## src/rtl/unified_mem_arbiter_pkg.sv

```systemverilog
// Shared types and constants for the unified instruction/data memory arbiter.
package unified_mem_arbiter_pkg;

  typedef enum logic [1:0] {
    IDLE   = 2'd0,
    D_BUSY = 2'd1,
    I_BUSY = 2'd2
  } arb_state_e;

  localparam logic [31:0] NOP_INSTR = 32'h0000_0013;
  localparam logic [3:0]  BE_ALL    = 4'hF;

endpackage

```

## src/rtl/unified_mem_arbiter_if.sv

```systemverilog
// Memory-side bus of the unified arbiter: the arbiter is master, the memory is slave.
interface unified_mem_arbiter_if #(
  parameter int XLEN = 32
);

  logic            m_req;
  logic            m_we;
  logic [XLEN-1:0] m_addr;
  logic [XLEN-1:0] m_wdata;
  logic [3:0]      m_be;
  logic [XLEN-1:0] m_rdata;
  logic            m_ready;

  modport master (
    output m_req, m_we, m_addr, m_wdata, m_be,
    input  m_rdata, m_ready
  );

  modport slave (
    input  m_req, m_we, m_addr, m_wdata, m_be,
    output m_rdata, m_ready
  );

endinterface

```

## src/rtl/arb_wait_timer.sv

```systemverilog
// Wait-cycle counter for the arbiter: counts enabled cycles and flags the LIMIT-th one.
module arb_wait_timer #(
  parameter int WIDTH = 4,
  parameter int LIMIT = 15
) (
  input  logic clk,
  input  logic rst_n,
  input  logic i_clr,
  input  logic i_en,
  output logic o_timeout
);

  logic [WIDTH-1:0] r_count;

  // Fires during the LIMIT-th consecutive enabled cycle so the owner can abort at that edge.
  assign o_timeout = i_en && (r_count == WIDTH'(LIMIT - 1));

  // NOTE: sequential state uses non-blocking assignments so every flop samples pre-edge values.
  always_ff @(posedge clk or negedge rst_n) begin
    if (!rst_n) begin
      r_count <= '0;
    end else if (i_clr || o_timeout) begin
      r_count <= '0;
    end else if (i_en) begin
      r_count <= r_count + 1'b1;
    end
  end

endmodule

```

## src/rtl/unified_mem_arbiter.sv

```systemverilog
// Arbiter for the single-ported unified memory: data accesses beat fetches, one transaction at a time.
// Optional performance counters are built when ARB_PERF_CNT_EN is defined.
module unified_mem_arbiter
  import unified_mem_arbiter_pkg::*;
#(
  parameter int XLEN     = 32,
  parameter int MAX_WAIT = 15
) (
  input  logic            clk,
  input  logic            rst_n,
  input  logic            if_req,
  input  logic [XLEN-1:0] if_addr,
  output logic [XLEN-1:0] if_rdata,
  output logic            if_valid,
  input  logic            d_rd,
  input  logic            d_wr,
  input  logic [XLEN-1:0] d_addr,
  input  logic [XLEN-1:0] d_wdata,
  input  logic [3:0]      d_be,
  output logic [XLEN-1:0] d_rdata,
  output logic            d_valid,
  output logic            stall_if,
  output logic            stall_pipe,
  unified_mem_arbiter_if.master mem,
  output logic            err
`ifdef ARB_PERF_CNT_EN
  ,
  output logic [31:0]     conflict_cnt,
  output logic [31:0]     busy_cnt
`endif
);

  arb_state_e      r_state, w_next_state;
  logic            w_d_req, w_busy, w_timeout;
  logic            w_grant_d, w_grant_i;
  logic            r_we;
  logic [XLEN-1:0] r_addr, r_wdata;
  logic [3:0]      r_be;
  logic [XLEN-1:0] r_if_rdata, r_d_rdata;
  logic            r_if_valid, r_d_valid, r_err;

  assign w_d_req = d_rd | d_wr;
  assign w_busy  = (r_state != IDLE);

  arb_wait_timer #(
    .WIDTH (4),
    .LIMIT (MAX_WAIT)
  ) u_wait_timer (
    .clk       (clk),
    .rst_n     (rst_n),
    .i_clr     (~w_busy),
    .i_en      (w_busy & ~mem.m_ready),
    .o_timeout (w_timeout)
  );

  always_ff @(posedge clk or negedge rst_n) begin
    if (!rst_n) r_state <= IDLE;
    else        r_state <= w_next_state;
  end

  // NOTE: every always_comb output gets a default first, so no path can infer a latch.
  always_comb begin
    w_next_state = r_state;
    w_grant_d    = 1'b0;
    w_grant_i    = 1'b0;
    case (r_state)
      IDLE: begin
        if (w_d_req) begin
          w_next_state = D_BUSY;
          w_grant_d    = 1'b1;
        end else if (if_req) begin
          w_next_state = I_BUSY;
          w_grant_i    = 1'b1;
        end
      end
      D_BUSY, I_BUSY: begin
        if (mem.m_ready || w_timeout) w_next_state = IDLE;
      end
      default: w_next_state = IDLE;
    endcase
  end

  always_ff @(posedge clk or negedge rst_n) begin
    if (!rst_n) begin
      r_we       <= 1'b0;
      r_addr     <= '0;
      r_wdata    <= '0;
      r_be       <= '0;
      r_if_rdata <= '0;
      r_d_rdata  <= '0;
      r_if_valid <= 1'b0;
      r_d_valid  <= 1'b0;
      r_err      <= 1'b0;
    end else begin
      r_if_valid <= 1'b0;
      r_d_valid  <= 1'b0;
      if (w_grant_d) begin
        // A simultaneous read and write is treated as a store.
        r_we    <= d_wr;
        r_addr  <= d_addr;
        r_wdata <= d_wdata;
        r_be    <= d_wr ? d_be : BE_ALL;
      end else if (w_grant_i) begin
        r_we   <= 1'b0;
        r_addr <= if_addr;
        r_be   <= BE_ALL;
      end
      if (r_state == I_BUSY) begin
        if (mem.m_ready) begin
          r_if_rdata <= mem.m_rdata;
          r_if_valid <= 1'b1;
        end else if (w_timeout) begin
          r_if_rdata <= XLEN'(NOP_INSTR);
          r_if_valid <= 1'b1;
          r_err      <= 1'b1;
        end
      end
      if (r_state == D_BUSY) begin
        if (mem.m_ready) begin
          if (!r_we) r_d_rdata <= mem.m_rdata;
          r_d_valid <= 1'b1;
        end else if (w_timeout) begin
          r_d_rdata <= '0;
          r_d_valid <= 1'b1;
          r_err     <= 1'b1;
        end
      end
    end
  end

  assign mem.m_req   = w_busy;
  assign mem.m_we    = r_we & (r_state == D_BUSY);
  assign mem.m_addr  = r_addr;
  assign mem.m_wdata = r_wdata;
  assign mem.m_be    = r_be;

  assign if_rdata = r_if_rdata;
  assign if_valid = r_if_valid;
  assign d_rdata  = r_d_rdata;
  assign d_valid  = r_d_valid;
  assign err      = r_err;

  // Stalls are combinational so a request seen in IDLE freezes the pipeline that same cycle.
  assign stall_pipe = w_d_req & ~((r_state == D_BUSY) & mem.m_ready);
  assign stall_if   = (if_req & ~((r_state == I_BUSY) & mem.m_ready)) | stall_pipe;

`ifdef ARB_PERF_CNT_EN
  logic [31:0] r_conflict_cnt, r_busy_cnt;

  always_ff @(posedge clk or negedge rst_n) begin
    if (!rst_n) begin
      r_conflict_cnt <= '0;
      r_busy_cnt     <= '0;
    end else begin
      if (if_req && (r_state == D_BUSY) && (r_conflict_cnt != '1))
        r_conflict_cnt <= r_conflict_cnt + 32'd1;
      if (w_busy && (r_busy_cnt != '1))
        r_busy_cnt <= r_busy_cnt + 32'd1;
    end
  end

  assign conflict_cnt = r_conflict_cnt;
  assign busy_cnt     = r_busy_cnt;
`endif

endmodule

```

## src/flat_wrapper.sv

```systemverilog
// flat-port wrapper written by rule: the top's interface ports become plain ports
module unified_mem_arbiter_flat import unified_mem_arbiter_pkg::*;
#(
  parameter int XLEN     = 32,
  parameter int MAX_WAIT = 15
)
  (clk, rst_n, if_req, if_addr, if_rdata, if_valid, d_rd, d_wr, d_addr, d_wdata, d_be, d_rdata, d_valid, stall_if, stall_pipe, err, mem_m_req, mem_m_we, mem_m_addr, mem_m_wdata, mem_m_be, mem_m_rdata, mem_m_ready);
  unified_mem_arbiter_if #(.XLEN(XLEN)) mem_i ();
  input  logic clk;
  input  logic rst_n;
  input  logic if_req;
  input  logic [XLEN-1:0] if_addr;
  output logic [XLEN-1:0] if_rdata;
  output logic if_valid;
  input  logic d_rd;
  input  logic d_wr;
  input  logic [XLEN-1:0] d_addr;
  input  logic [XLEN-1:0] d_wdata;
  input  logic [3:0] d_be;
  output logic [XLEN-1:0] d_rdata;
  output logic d_valid;
  output logic stall_if;
  output logic stall_pipe;
  output logic err;
  output wire logic [$bits(mem_i.m_req)-1:0] mem_m_req;
  output wire logic [$bits(mem_i.m_we)-1:0] mem_m_we;
  output wire logic [$bits(mem_i.m_addr)-1:0] mem_m_addr;
  output wire logic [$bits(mem_i.m_wdata)-1:0] mem_m_wdata;
  output wire logic [$bits(mem_i.m_be)-1:0] mem_m_be;
  input wire logic [$bits(mem_i.m_rdata)-1:0] mem_m_rdata;
  input wire logic [$bits(mem_i.m_ready)-1:0] mem_m_ready;
  assign mem_m_req = mem_i.m_req;
  assign mem_m_we = mem_i.m_we;
  assign mem_m_addr = mem_i.m_addr;
  assign mem_m_wdata = mem_i.m_wdata;
  assign mem_m_be = mem_i.m_be;
  assign mem_i.m_rdata = mem_m_rdata;
  assign mem_i.m_ready = mem_m_ready;
  unified_mem_arbiter #(.XLEN(XLEN), .MAX_WAIT(MAX_WAIT)) u_core (.clk(clk), .rst_n(rst_n), .if_req(if_req), .if_addr(if_addr), .if_rdata(if_rdata), .if_valid(if_valid), .d_rd(d_rd), .d_wr(d_wr), .d_addr(d_addr), .d_wdata(d_wdata), .d_be(d_be), .d_rdata(d_rdata), .d_valid(d_valid), .stall_if(stall_if), .stall_pipe(stall_pipe), .mem(mem_i), .err(err));
endmodule
```

## config.mk

```make
export PLATFORM = sky130hd
export DESIGN_NAME = unified_mem_arbiter_flat
export DESIGN_NICKNAME = d
export VERILOG_FILES = /design/src/rtl/unified_mem_arbiter_pkg.sv /design/src/rtl/unified_mem_arbiter_if.sv /design/src/rtl/arb_wait_timer.sv /design/src/rtl/unified_mem_arbiter.sv /design/src/flat_wrapper.sv
export SDC_FILE = /design/constraint.sdc
export NUM_CORES = 1
export LEC_CHECK = 0
export BUFFER_PORTS_ARGS = -buffer_cell sky130_fd_sc_hd__buf_2
export CELL_PAD_IN_SITES_DETAIL_PLACEMENT = 1
export CELL_PAD_IN_SITES_GLOBAL_PLACEMENT = 1
export CORE_UTILIZATION = 35
export CTS_CLUSTER_SIZE = 40
export DETAILED_ROUTE_END_ITERATION = 12
export PLACE_DENSITY_LB_ADDON = 0.1
export REMOVE_ABC_BUFFERS = 1
export SYNTH_ARGS = -nofsm -noshare
export SYNTH_HDL_FRONTEND = slang
export SYNTH_SLANG_ARGS = --single-unit
```

## constraint.sdc

```tcl
create_clock -name clk -period 2 [get_ports clk]
set_input_delay 0 -clock clk [delete_from_list [all_inputs] [get_ports clk]]
set_output_delay 0 -clock clk [all_outputs]
set_load 0.005 [all_outputs]
```

**Word-level counts from Yosys, hierarchy flattened**

Index checks and enable logic that the tools add are counted.

- Input bits: 138
- Output and inout bits: 139
- Logic and storage cells: 75
- Register bits: 142

- Muxes and demuxes: 33
- Equal/unequal tests: 6
- Add/subtract/negate cells: 1
- Reduce and logical (&&, ||, !) cells: 12
- Bitwise operators: 12

Operator list:

| cell | count |
|---|---|
| $mux 32 | 7 |
| $mux 4 | 5 |
| $mux 1 | 17 |
| $reduce_bool 2->1 | 4 |
| $and 1x1->1 | 6 |
| $mux 2 | 3 |
| $add 4x1->4 const B | 1 |
| $eq 4x4->1 const B | 1 |
| $not 1->1 | 4 |
| $pmux 2 s2 | 1 |
| $reduce_and 2->1 | 2 |
| $ne 3x2->1 const B | 1 |
| $reduce_and 3->1 | 1 |
| $eq 2x1->1 const B | 1 |
| $eq 2x2->1 const B | 1 |
| $logic_not 2->1 | 1 |
| $logic_or 1x1->1 | 2 |
| $ne 2x1->1 const B | 1 |
| $ne 2x2->1 const B | 1 |
| $or 1x1->1 | 2 |
| $reduce_or 2->1 | 1 |
| $logic_and 1x1->1 | 1 |

**Logic depth before layout (Yosys ltp)**

- Word-level depth: 9
- Gate-level depth with buffers: 8
- Depth with buffers taken out: 6

**Hierarchy**

From an unflattened synthesis, not the netlist that was laid out.

- Cells, all modules: 483
- Area, all modules: 6007.0 um^2

By module, submodules not included:

| module | cells an instance | seq. area each (um^2) | instances | area an instance (um^2) |
|---|---|---|---|---|
| unified_mem_arbiter | 463 | 3453.3 | 1 | 5793.1 |
| arb_wait_timer | 20 | 100.1 | 1 | 214.0 |

**Least setup slack after synthesis**

No wires, ideal clock.

- Path kind: reg2reg
- Start point: register u_core.r_state[0]
- End point: register u_core.r_d_rdata[10], in the netlist u_core.d_rdata[10]
- Path slack: 0.371 ns
- Buffers on the path: 2
- Stages on the path, launching flop included: 8
- Arrival time: 1.508 ns
- Clock period less this slack: 1.629 ns
- Setup time: 0.122 ns
- Path through: dfrtp_1 inv_1 ha_1 buf_2 nand4b_1 nor3b_2 buf_4 o2bb2ai_1

- Longest elaborated chain between the ends: 5

Ends and longest elaborated chain:

| element | line | source |
|---|---|---|
| start: declaration | unified_mem_arbiter.sv:33 | `arb_state_e r_state, w_next_state;` |
| start signal: assignment | unified_mem_arbiter.sv:58 | `else r_state <= w_next_state;` |
| $reduce_bool 2->1 | unified_mem_arbiter.sv:43 | `assign w_busy = (r_state != IDLE);` |
| $and 1x1->1 | unified_mem_arbiter.sv:52 | `.i_en (w_busy & ~mem.m_ready),` |
| $logic_and 1x1->1 | arb_wait_timer.sv:16 | `assign o_timeout = i_en && (r_count == WIDTH'(LIMIT - 1));` |
| $reduce_bool 2->1 (no source line) | n/a |  |
| $reduce_and 3->1 (no source line) (*) | n/a |  |
| end signal: assignment | unified_mem_arbiter.sv:120 | `if (!r_we) r_d_rdata <= mem.m_rdata;` |
| end: declaration | unified_mem_arbiter.sv:39 | `logic [XLEN-1:0] r_if_rdata, r_d_rdata;` |

Mark *: on every way between the ends. The rest lies on a longest branch, timed or not.
A chain may end at the register's enable or synchronous reset.

**Worst setup path in the final report**

- Start point: input port d_rd
- End point: register u_core.r_addr[21], in the netlist u_core.mem.m_addr[21]

- Longest elaborated chain between the ends: 4

Ends and longest elaborated chain:

| element | line | source |
|---|---|---|
| start: declaration | flat_wrapper.sv:15 | `input logic d_rd;` |
| $or 1x1->1 (*) | unified_mem_arbiter.sv:42 | `assign w_d_req = d_rd \| d_wr;` |
| $mux 1 | unified_mem_arbiter.sv:68 | `if (w_d_req) begin` |
| $mux 1 | unified_mem_arbiter.sv:66 | `case (r_state)` |
| $mux 32 / $reduce_bool 2->1 (equally long branches) | n/a |  |
| end signal: assignment | unified_mem_arbiter.sv:100 | `r_addr <= d_addr;` |
| end signal: assignment | unified_mem_arbiter.sv:105 | `r_addr <= if_addr;` |
| end: declaration | unified_mem_arbiter.sv:37 | `logic [XLEN-1:0] r_addr, r_wdata;` |

Marked as above.

==> impl_metrics.env <==
export IMPL_fin_area_um2=9320
export IMPL_p_leak_nw=4.45
export IMPL_cap_violations=0
export IMPL_wl_per_cell_um=19.1
export IMPL_antenna_found_initial=0
export IMPL_cp_start_kind="input pin"
export IMPL_final_cell_count_no_fill=1105
export IMPL_tightest_slew_ns=1.10
export IMPL_power_w=0.0128
export IMPL_status="finished clean"
export IMPL_fp_dieW_um=130
export IMPL_syn_inst=469
export IMPL_r2r_end="u_core.if_rdata[6]$_DFFE_PN0P_"
export IMPL_ant_nets=0
export IMPL_dp_hpwl_mm=12.9
export IMPL_grt_pass1_wl_mm=32.5
export IMPL_syn2layout_area_growth_pct=62.0
export IMPL_cts_buffer_depth=2
export IMPL_min_period_ns=1.92
export IMPL_cts_max_level=4
export IMPL_critPathKind="in2reg"
export IMPL_fmax_ghz=0.520
export IMPL_avgSynthCellArea_um2=12.3
export IMPL_synthArstFlopShare_pct=100
export IMPL_synth_seq_cells=142
export IMPL_synth_edf_count=0
export IMPL_nets=1019
export IMPL_ys_types=41
export IMPL_synthesis_area_um2=5750
export IMPL_initial_core_util_pct=36.1
export IMPL_via_per_inst=5.08
export IMPL_hold_path_class="in2reg"
export IMPL_post_dp_cell_area_um2=7380
export IMPL_worstPathRequired_ns=2.29
export IMPL_grt_max_degree=57
export IMPL_reg2reg_depth=6
export IMPL_fin_crit_sh_pct=96.2
export IMPL_gp_congestion=0.771
export IMPL_rsz0062_at_grt="no"
export IMPL_die_h_um=130
export IMPL_relSlewSlack_pct=26.6
export IMPL_drive_above_1_share_pct=41.4
export IMPL_grt_overflow=0
export IMPL_root_buffer="clkbuf_16"
export IMPL_final_fill_count=1738
export IMPL_r2r_start="u_core.r_state[0]$_DFFE_PN0P_"
export IMPL_clk_latency_ns=0.43
export IMPL_drt_iter0_drc=185
export IMPL_path_clk_slew_ns=0.06
export IMPL_finalSetupViolations=0
export IMPL_placedCellCount=937
export IMPL_numCtsBuffers=17
export IMPL_crit_arrival_ns=2.21
export IMPL_grt_pass1_vias=6153
export IMPL_drc_errors=0
export IMPL_diodes=0
export IMPL_cts_tree="yes"
export IMPL_wirelength_mm=21.1
export IMPL_vias=5609
export IMPL_die_area_um2=17000
export IMPL_drt_first_pass_iters=4
export IMPL_cts_sinks=142
export IMPL_critPathCaptureType="register"
export IMPL_pin_count=277
export IMPL_crit_start="d_rd"
export IMPL_slew_violations=0
export IMPL_core_area_um2=15900
export IMPL_port_buffers=276
export IMPL_seq_area_frac_synth_pct=61.8
export IMPL_min_path_cells=3
export IMPL_hold_viol_final=0
export IMPL_rrSetupSlack_ns=0.18
export IMPL_grt_use_total_pct=25.5
export IMPL_path_max_fanout=32
export IMPL_vdd_drop_max_uv=678
export IMPL_cp_endpoint="u_core.mem.m_addr[21]$_DFFE_PN0P_"
export IMPL_power_density_nw_per_um2=1370
export IMPL_fin_skew_ns=0.00869
export IMPL_yosys_warnings=0
export IMPL_ys_flop_type="dfrtp_1"
export IMPL_final_util_pct=58.5
export IMPL_rows=46
flip-flops by register name, indices dropped and copies added (netlist names):
name                         count
u_core.u_wait_timer.r_count      4
u_core.mem.m_addr               32
u_core.d_valid                   1
u_core.if_valid                  1
u_core.d_rdata                  32
u_core.err                       1
u_core.mem.m_wdata              32
u_core.if_rdata                 32
u_core.mem.m_be                  4
u_core.r_state                   2
u_core.r_we                      1
what timing repair did:
action	in CTS	in global routing
hold endpoints to repair	221	1
hold buffers	135	1
resized for setup	0	5
setup buffers	0	0
endpoints found under the setup margin	0	13
cells by family after synthesis:
kind of cell / count (synthesis) / share of synthesized area [%]
AO/OA/AOI/OAI: 154 / 19.8
flip-flops: 142 / 61.8
AND/OR/NAND/NOR: 92 / 6.94
buffers and inverters: 44 / 4.15
multiplexers: 32 / 6.26
adder cells (fa/ha/maj): 5 / 1.09
synthesized netlist by cell type (5+ instances only):
cell,n,area share [%]
a22o_1,29,4.4
nand2_1,40,2.6
inv_1,6,0.39
o22ai_1,27,2.9
ha_1,5,1.1
a21oi_1,38,3.3
buf_2,17,1.5
clkbuf_1,9,0.59
o22a_1,7,1.1
mux2_2,32,6.3
nor2_1,36,2.3
o22ai_2,6,1.3
dfrtp_1,142,62
buf_6,5,0.98
o2bb2ai_1,32,4.9
final cells by class:
class / instances / area [µm²] / area share [%]
clock buffers: 18 / 439 / 4.71
well taps: 216 / 270 / 2.90
flip-flops and latches: 142 / 3550 / 38.1
clock inverters: 14 / 124 / 1.33
multi-input cells: 283 / 1990 / 21.3
inverters: 7 / 26.3 / 0.282
repair buffers: 425 / 2920 / 31.3
per-layer routing:
| layer | track usage [%] | share of wire [%] |
|---|---|---|
| met2 | 44.9 | 52 |
| met5 | 0 | 0 |
| met1 | 29.7 | 39 |
| met4 | 10.5 | 2.4 |
| met3 | 6.23 | 5.7 |
through the flow:
step           hold WS (ns)  setup WS, ns  TNS, ns
2_1_floorplan        -0.296        -0.702   -71.26
3_3_place_gp       -0.00442         0.248        0
3_5_place_dp       -0.00488         0.128        0
4_1_cts             0.00384        0.0210        0
5_1_grt              0.0857       0.00518        0
6_report             0.0674        0.0762        0
where the power goes:
| group | total [W] | leakage, nW | switching, W | internal (W) |
|---|---|---|---|---|
| Clock | 0.00303 | 0.268 | 0.00137 | 0.00166 |
| Sequential | 0.00496 | 1.70 | 0.000762 | 0.00419 |
| Combinational | 0.00479 | 2.48 | 0.00237 | 0.00242 |
worst min path at each step:
stage,start,endpoint,slack [ns]
after floorplan,rst_n,u_core.d_rdata[0]$_DFFE_PN0P_,-0.30
after global placement,rst_n,u_core.if_valid$_DFF_PN0_,-0.004
after global routing,d_wr,u_core.r_state[1]$_DFFE_PN0P_,0.09
after CTS,d_addr[26],u_core.mem.m_addr[26]$_DFFE_PN0P_,0.004
final,d_wr,u_core.r_state[1]$_DFFE_PN0P_,0.07
after detailed placement,rst_n,u_core.if_rdata[0]$_DFFE_PN0P_,-0.005
cell usage in the layout (no fill, tap or decap), types with 6 or more instances in the layout:
cell type | Yosys | final
o22a_1 | 7 | 7
o22ai_2 | 6 | 8
o22ai_1 | 27 | 25
a22o_1 | 29 | 29
o2bb2ai_1 | 32 | 32
mux2_2 | 32 | 32
a21oi_1 | 38 | 38
dfrtp_1 | 142 | 142
buf_2 | 17 | 275
nor2_1 | 36 | 35
inv_1 | 6 | 6
clkbuf_16 | 0 | 17
nand2_1 | 40 | 40
dlygate4sd3_1 | 0 | 136
worst max-delay path: stages:
cell	delay, ns
dlygate4sd3_1	0.54
buf_2	0.18
or3b_1	0.40
buf_6	0.21
o22ai_1	0.21
dlygate4sd3_1	0.59
a21oi_1	0.07
Note: power is estimated with default switching activity, not from simulation.
